**config.mk**
```make
export PLATFORM = sky130hd
export DESIGN_NAME = mi_arbiter
export DESIGN_NICKNAME = d
export VERILOG_FILES = /design/src/rtl/mi_arbiter.sv
export SDC_FILE = /design/constraint.sdc
export NUM_CORES = 1
export LEC_CHECK = 0
export ABC_AREA = 1
export CAP_MARGIN = 25
export CORE_AREA = 2 2 118 120
export CTS_CLUSTER_SIZE = 20
export DETAILED_ROUTE_END_ITERATION = 8
export DIE_AREA = 0 0 120 122
export PLACE_DENSITY = 0.55
export SYNTH_ARGS = -nofsm -noshare
export SYNTH_HDL_FRONTEND = slang
export SYNTH_SLANG_ARGS = --single-unit
export TNS_END_PERCENT = 100
```
**constraint.sdc**
```tcl
create_clock -name clk -period 2.7 [get_ports clk]
set_input_delay 0.405 -clock clk [delete_from_list [all_inputs] [get_ports clk]]
set_output_delay 0.405 -clock clk [all_outputs]
set_load 0.01 [all_outputs]
```
**src/rtl/mi_arbiter.sv**
```systemverilog
// Round-robin arbiter sharing one qpi_memctrl mi_* port between N_REQ requesters.
// Define MI_ARBITER_FIXED_PRIO_EN for fixed priority (lowest index wins) instead.
module mi_arbiter #(
  parameter int N_REQ = 2,
  parameter int AW    = 32
) (
  input  logic                clk,
  input  logic                rst_n,
  input  logic [N_REQ*AW-1:0] r_addr,
  input  logic [N_REQ*7-1:0]  r_len,
  input  logic [N_REQ-1:0]    r_rw,
  input  logic [N_REQ-1:0]    r_valid,
  output logic [N_REQ-1:0]    r_ready,
  input  logic [N_REQ*32-1:0] r_wdata,
  output logic [N_REQ-1:0]    r_wack,
  output logic [N_REQ-1:0]    r_wlast,
  output logic [31:0]         r_rdata,
  output logic [N_REQ-1:0]    r_rstb,
  output logic [N_REQ-1:0]    r_rlast,
  output logic [AW-1:0]       mi_addr,
  output logic [6:0]          mi_len,
  output logic                mi_rw,
  output logic                mi_valid,
  input  logic                mi_ready,
  output logic [31:0]         mi_wdata,
  input  logic                mi_wack,
  input  logic                mi_wlast,
  input  logic [31:0]         mi_rdata,
  input  logic                mi_rstb,
  input  logic                mi_rlast,
  output logic [N_REQ-1:0]    grant,
  output logic                busy
);

  localparam int IW = $clog2(N_REQ);

  typedef enum logic [1:0] {StIdle, StCmd, StData} state_e;

  state_e        state_q, state_d;
  logic [IW-1:0] gidx_q, gidx_d;
  logic          rw_q, rw_d;
`ifndef MI_ARBITER_FIXED_PRIO_EN
  logic [IW-1:0] rr_q, rr_d;
`endif

  logic          sel_found;
  logic [IW-1:0] sel_idx;
  logic [AW-1:0] g_addr;
  logic [6:0]    g_len;
  logic          g_rw;
  logic          g_valid;
  logic [31:0]   g_wdata;

  // Walk offsets downward so the last hit is the nearest one to the start point.
  always_comb begin
    logic [IW-1:0] idx;
    sel_found = 1'b0;
    sel_idx   = '0;
    idx       = '0;
    for (int k = N_REQ - 1; k >= 0; k--) begin
`ifdef MI_ARBITER_FIXED_PRIO_EN
      idx = IW'(k);
`else
      idx = IW'((int'(rr_q) + k) % N_REQ);
`endif
      if (r_valid[idx]) begin
        sel_found = 1'b1;
        sel_idx   = idx;
      end
    end
  end

  always_comb begin
    g_addr  = '0;
    g_len   = '0;
    g_rw    = 1'b0;
    g_valid = 1'b0;
    g_wdata = '0;
    for (int i = 0; i < N_REQ; i++) begin
      if (gidx_q == IW'(i)) begin
        g_addr  = r_addr[i*AW +: AW];
        g_len   = r_len[i*7 +: 7];
        g_rw    = r_rw[i];
        g_valid = r_valid[i];
        g_wdata = r_wdata[i*32 +: 32];
      end
    end
  end

  always_comb begin
    state_d = state_q;
    gidx_d  = gidx_q;
    rw_d    = rw_q;
`ifndef MI_ARBITER_FIXED_PRIO_EN
    rr_d    = rr_q;
`endif
    case (state_q)
      StIdle: begin
        if (sel_found) begin
          state_d = StCmd;
          gidx_d  = sel_idx;
        end
      end
      StCmd: begin
        if (!g_valid) begin
          state_d = StIdle;
        end else if (mi_ready) begin
          state_d = StData;
          rw_d    = g_rw;
`ifndef MI_ARBITER_FIXED_PRIO_EN
          rr_d    = (gidx_q == IW'(N_REQ - 1)) ? '0 : gidx_q + 1'b1;
`endif
        end
      end
      StData: begin
        if (rw_q ? (mi_rstb && mi_rlast) : (mi_wack && mi_wlast)) state_d = StIdle;
      end
      default: state_d = StIdle;
    endcase
  end

  always_comb begin
    mi_addr  = '0;
    mi_len   = '0;
    mi_rw    = 1'b0;
    mi_valid = 1'b0;
    mi_wdata = '0;
    r_ready  = '0;
    r_wack   = '0;
    r_wlast  = '0;
    r_rstb   = '0;
    r_rlast  = '0;
    r_rdata  = mi_rdata;
    busy     = (state_q != StIdle);
    grant    = busy ? (N_REQ'(1) << gidx_q) : '0;
    case (state_q)
      StCmd: begin
        mi_addr         = g_addr;
        mi_len          = g_len;
        mi_rw           = g_rw;
        mi_valid        = g_valid;
        r_ready[gidx_q] = mi_ready;
      end
      StData: begin
        if (rw_q) begin
          r_rstb[gidx_q]  = mi_rstb;
          r_rlast[gidx_q] = mi_rlast;
        end else begin
          mi_wdata        = g_wdata;
          r_wack[gidx_q]  = mi_wack;
          r_wlast[gidx_q] = mi_wlast;
        end
      end
      default: ;
    endcase
  end

  always_ff @(posedge clk) begin
    if (!rst_n) begin
      state_q <= StIdle;
      gidx_q  <= '0;
      rw_q    <= 1'b0;
`ifndef MI_ARBITER_FIXED_PRIO_EN
      rr_q    <= '0;
`endif
    end else begin
      state_q <= state_d;
      gidx_q  <= gidx_d;
      rw_q    <= rw_d;
`ifndef MI_ARBITER_FIXED_PRIO_EN
      rr_q    <= rr_d;
`endif
    end
  end

endmodule
```
==> impl_metrics.toml <==
[yosys]
async_flop_share_pct = 0
netlist_area_mm2 = 0.00193
synth_seq_cells = 5
ys.flop_type = "dfxtp_1"
synthTopCellsByCount = "nand2_1, a21oi_2, buf_4"
ys_types = 22
yosysMostFrequentCell = "nand2_1"
seq_area_frac_synth_pct = 5.17
synth.avg_cell_area_um2 = 5.76
synthesis.nets = 521
ys_warn_count = 0
synth_edf_count = 0
yosysTopAreaCell = "nand2_1"
synth_cells = 336
synthTopCellsByArea = "nand2_1, a21oi_2, buf_4"
synth_top_cell_area_share_pct = 30.1

[worst_hold_path]
holdPathStages = 4
hold_end = "rr_q"
hp-start = "rr_q"
hold_class = "reg -> reg"

[setup_path]
cp.depth = 6
r2r_cells = 8
reg2reg_slack_ns = 1.25
slowest_stage = "clkdlybuf4s50_1"
cp.buffers_inverters = 3
crit_fanout = 4
r2r-start = "gidx_q"
slowest_delay_ns = 0.61
rr_endpoint = "rr_q"
cp.required_ns = 2.30
crit_path_start_kind = "flip-flop"
worstPathArrival_ns = 2.00
crit_family = "buffers and inverters"
crit_chain = "inv_1, nor2_4, nand2_1, buf_4, nor3_1, clkdlybuf4s50_1"
crit_type = "reg -> out"
worstSetupEndpointType = "output port"

[timing]
clock_skew_ns = 0.00233
fmax_ghz = 0.416
period_needed_ns = 2.40
slew_headroom_pct = 60.4
period_share_pct = 89.1
slew_viol_final = 0
finalSetupTns_ns = 0
fin_ws_ns = 0.296
rsz0062_at_grt = "no"
hold_violations = 0
worstMarginPinSlew_ns = 0.593
whs_ns = 0.540
setup_violations = 0

[floorplan]
dieHeight_um = 122
core_area_mm2 = 0.0135
num_rows = 43
die_w_um = 120
ios = 303
start_util_pct = 14.3
die_area_mm2 = 0.0146

[place]
placed_cell_area_mm2 = 0.00417
post-dp-hpwl_um = 7560
dp.cells = 704
gp_congestion = 0.759
pre_cts_ws_ns = 0.259
io_buffers = 238

[final_layout]
syn_to_final_growth_pct = 119
finalInstanceArea_mm2 = 0.00425
fin_cells = 708
n_fill_cell = 1455
diodes = 0
drive_above_1_share_pct = 14.4
nets = 714

[clock_network]
cts_tree = "built"
clk-insertion-delay-late_ns = 0.23
cts.sinks = 5
clockBufferDepth = 2
numCtsBuffers = 3
path_clk_slew_ns = 0.03
post_cts_resized = 0
ctsHoldBuffers = 0
cts_setup_buffers = 0
cts_root_buffer = "clkbuf_16"
htree_levels = 1

[power_and_ir_drop]
ir_drop_mv = 0.241
power_leakage_uw = 0.00155
pwr-share-clk_pct = 26.0
swShare_pct = 33.3
pwr-share-seq_pct = 8.9
switching_power_uw = 316
intPower_uw = 631
powerDensity_mw_per_mm2 = 223
p_comb_share_pct = 65.0

[global_route]
grt_pass1_wl_um = 13700
grt_usage_pct = 11.5
grt_start_max_net_pins = 63
overflow = 0
antenna_found_initial = 0
grt_pass1_vias = 2809

[status]
outcome = "finished, final reports clean"

[routing]
drtPass1Iterations = 5
num_vias = 2826
vias_per_cell = 3.99
ant_nets = 0
wl_per_cell_um = 13.1
drt_wl_total_um = 9270
drc_errors = 0
dr.first_iter.drc_count = 67

[job]
cap_viol_max_count = 0
==> tightest hold or removal path, delay by kind of cell, from the launching register on <==
kind / cells / cell delay (ns)
flops: 1 / 0.29
simple gates: 3 / 0.13
buf+inv: 1 / 0.06
==> sequential cells by signal (all words and copies together) (netlist names) <==
register / cells
state_q: 2
gidx_q: 1
rr_q: 1
rw_q: 1
==> placed cells by master (no fill, tap or decap), types with 2 or more instances in the layout <==
master,synthesis,routed
nand3_1,5,5
a21oi_1,18,18
nand2_1,155,155
clkdlybuf4s50_1,0,238
buf_4,37,5
nor3_1,10,10
clkbuf_16,0,3
nor2_1,6,6
a21oi_2,57,57
dfxtp_1,5,4
nor2_4,2,2
inv_1,13,13
==> metrics by stage <==
| step | util [%] | power [µW] |
|---|---|---|
| floorplan | - | 393 |
| detailed placement | 30.9 | 708 |
| CTS | 31.4 | 963 |
| global placement | 30.9 | 700 |
| global route | 31.4 | 1010 |
| finish | 31.4 | 947 |
==> per-layer routing <==
layer  global-route usage, %  wire [µm]  share of wire [%]  up-vias
met5                       0          0                  0        -
met4                    3.90        252                2.7        0
met2                    20.5       4570                 49      148
met3                    3.84        918                9.9       26
li1                        -          -                  -     1415
met1                    12.7       3530                 38     1237
==> power by group through the flow <==
stage	Clock [µW]	Combinational, µW	Sequential (µW)
2_1_floorplan	0	309	84.0
3_3_place_gp	0	614	85.5
3_5_place_dp	0	622	85.8
4_1_cts	253	625	84.7
5_1_grt	257	669	85.6
6_report	247	616	84.7
==> layout make-up <==
class                      count  area (µm²)  area share [%]
timing repair buffer         244        2440            57.5
multi-input combinational    259        1340            31.5
tap                          180         225            5.31
sequential                     5         101            2.39
clock buffer                   4        78.8            1.86
inverter                      16        63.8            1.50
==> cells by family (layout without fill, tap and decap cells) <==
family | Yosys count | after routing | synth area share, %
and+or+nand+nor | 183 | 183 | 38.4
AOI/OAI and AO/OA | 76 | 76 | 30.7
buffers and inverters | 72 | 264 | 25.7
DFF | 5 | 5 | 5.17
==> worst max-delay path by stage <==
| stage | from | end | slack (ns) |
|---|---|---|---|
| after detailed placement | mi_rstb | r_rstb[1] | 0.26 |
| after floorplan | state_q[0] | mi_addr[10] | 1.31 |
| after CTS | mi_rstb | r_rstb[1] | 0.26 |
| final | state_q[1] | r_rlast[0] | 0.30 |
| after global routing | state_q[1] | r_rlast[0] | 0.16 |
| after global placement | mi_rstb | r_rstb[1] | 0.30 |
No activity file was read; power rests on OpenSTA's default activity.
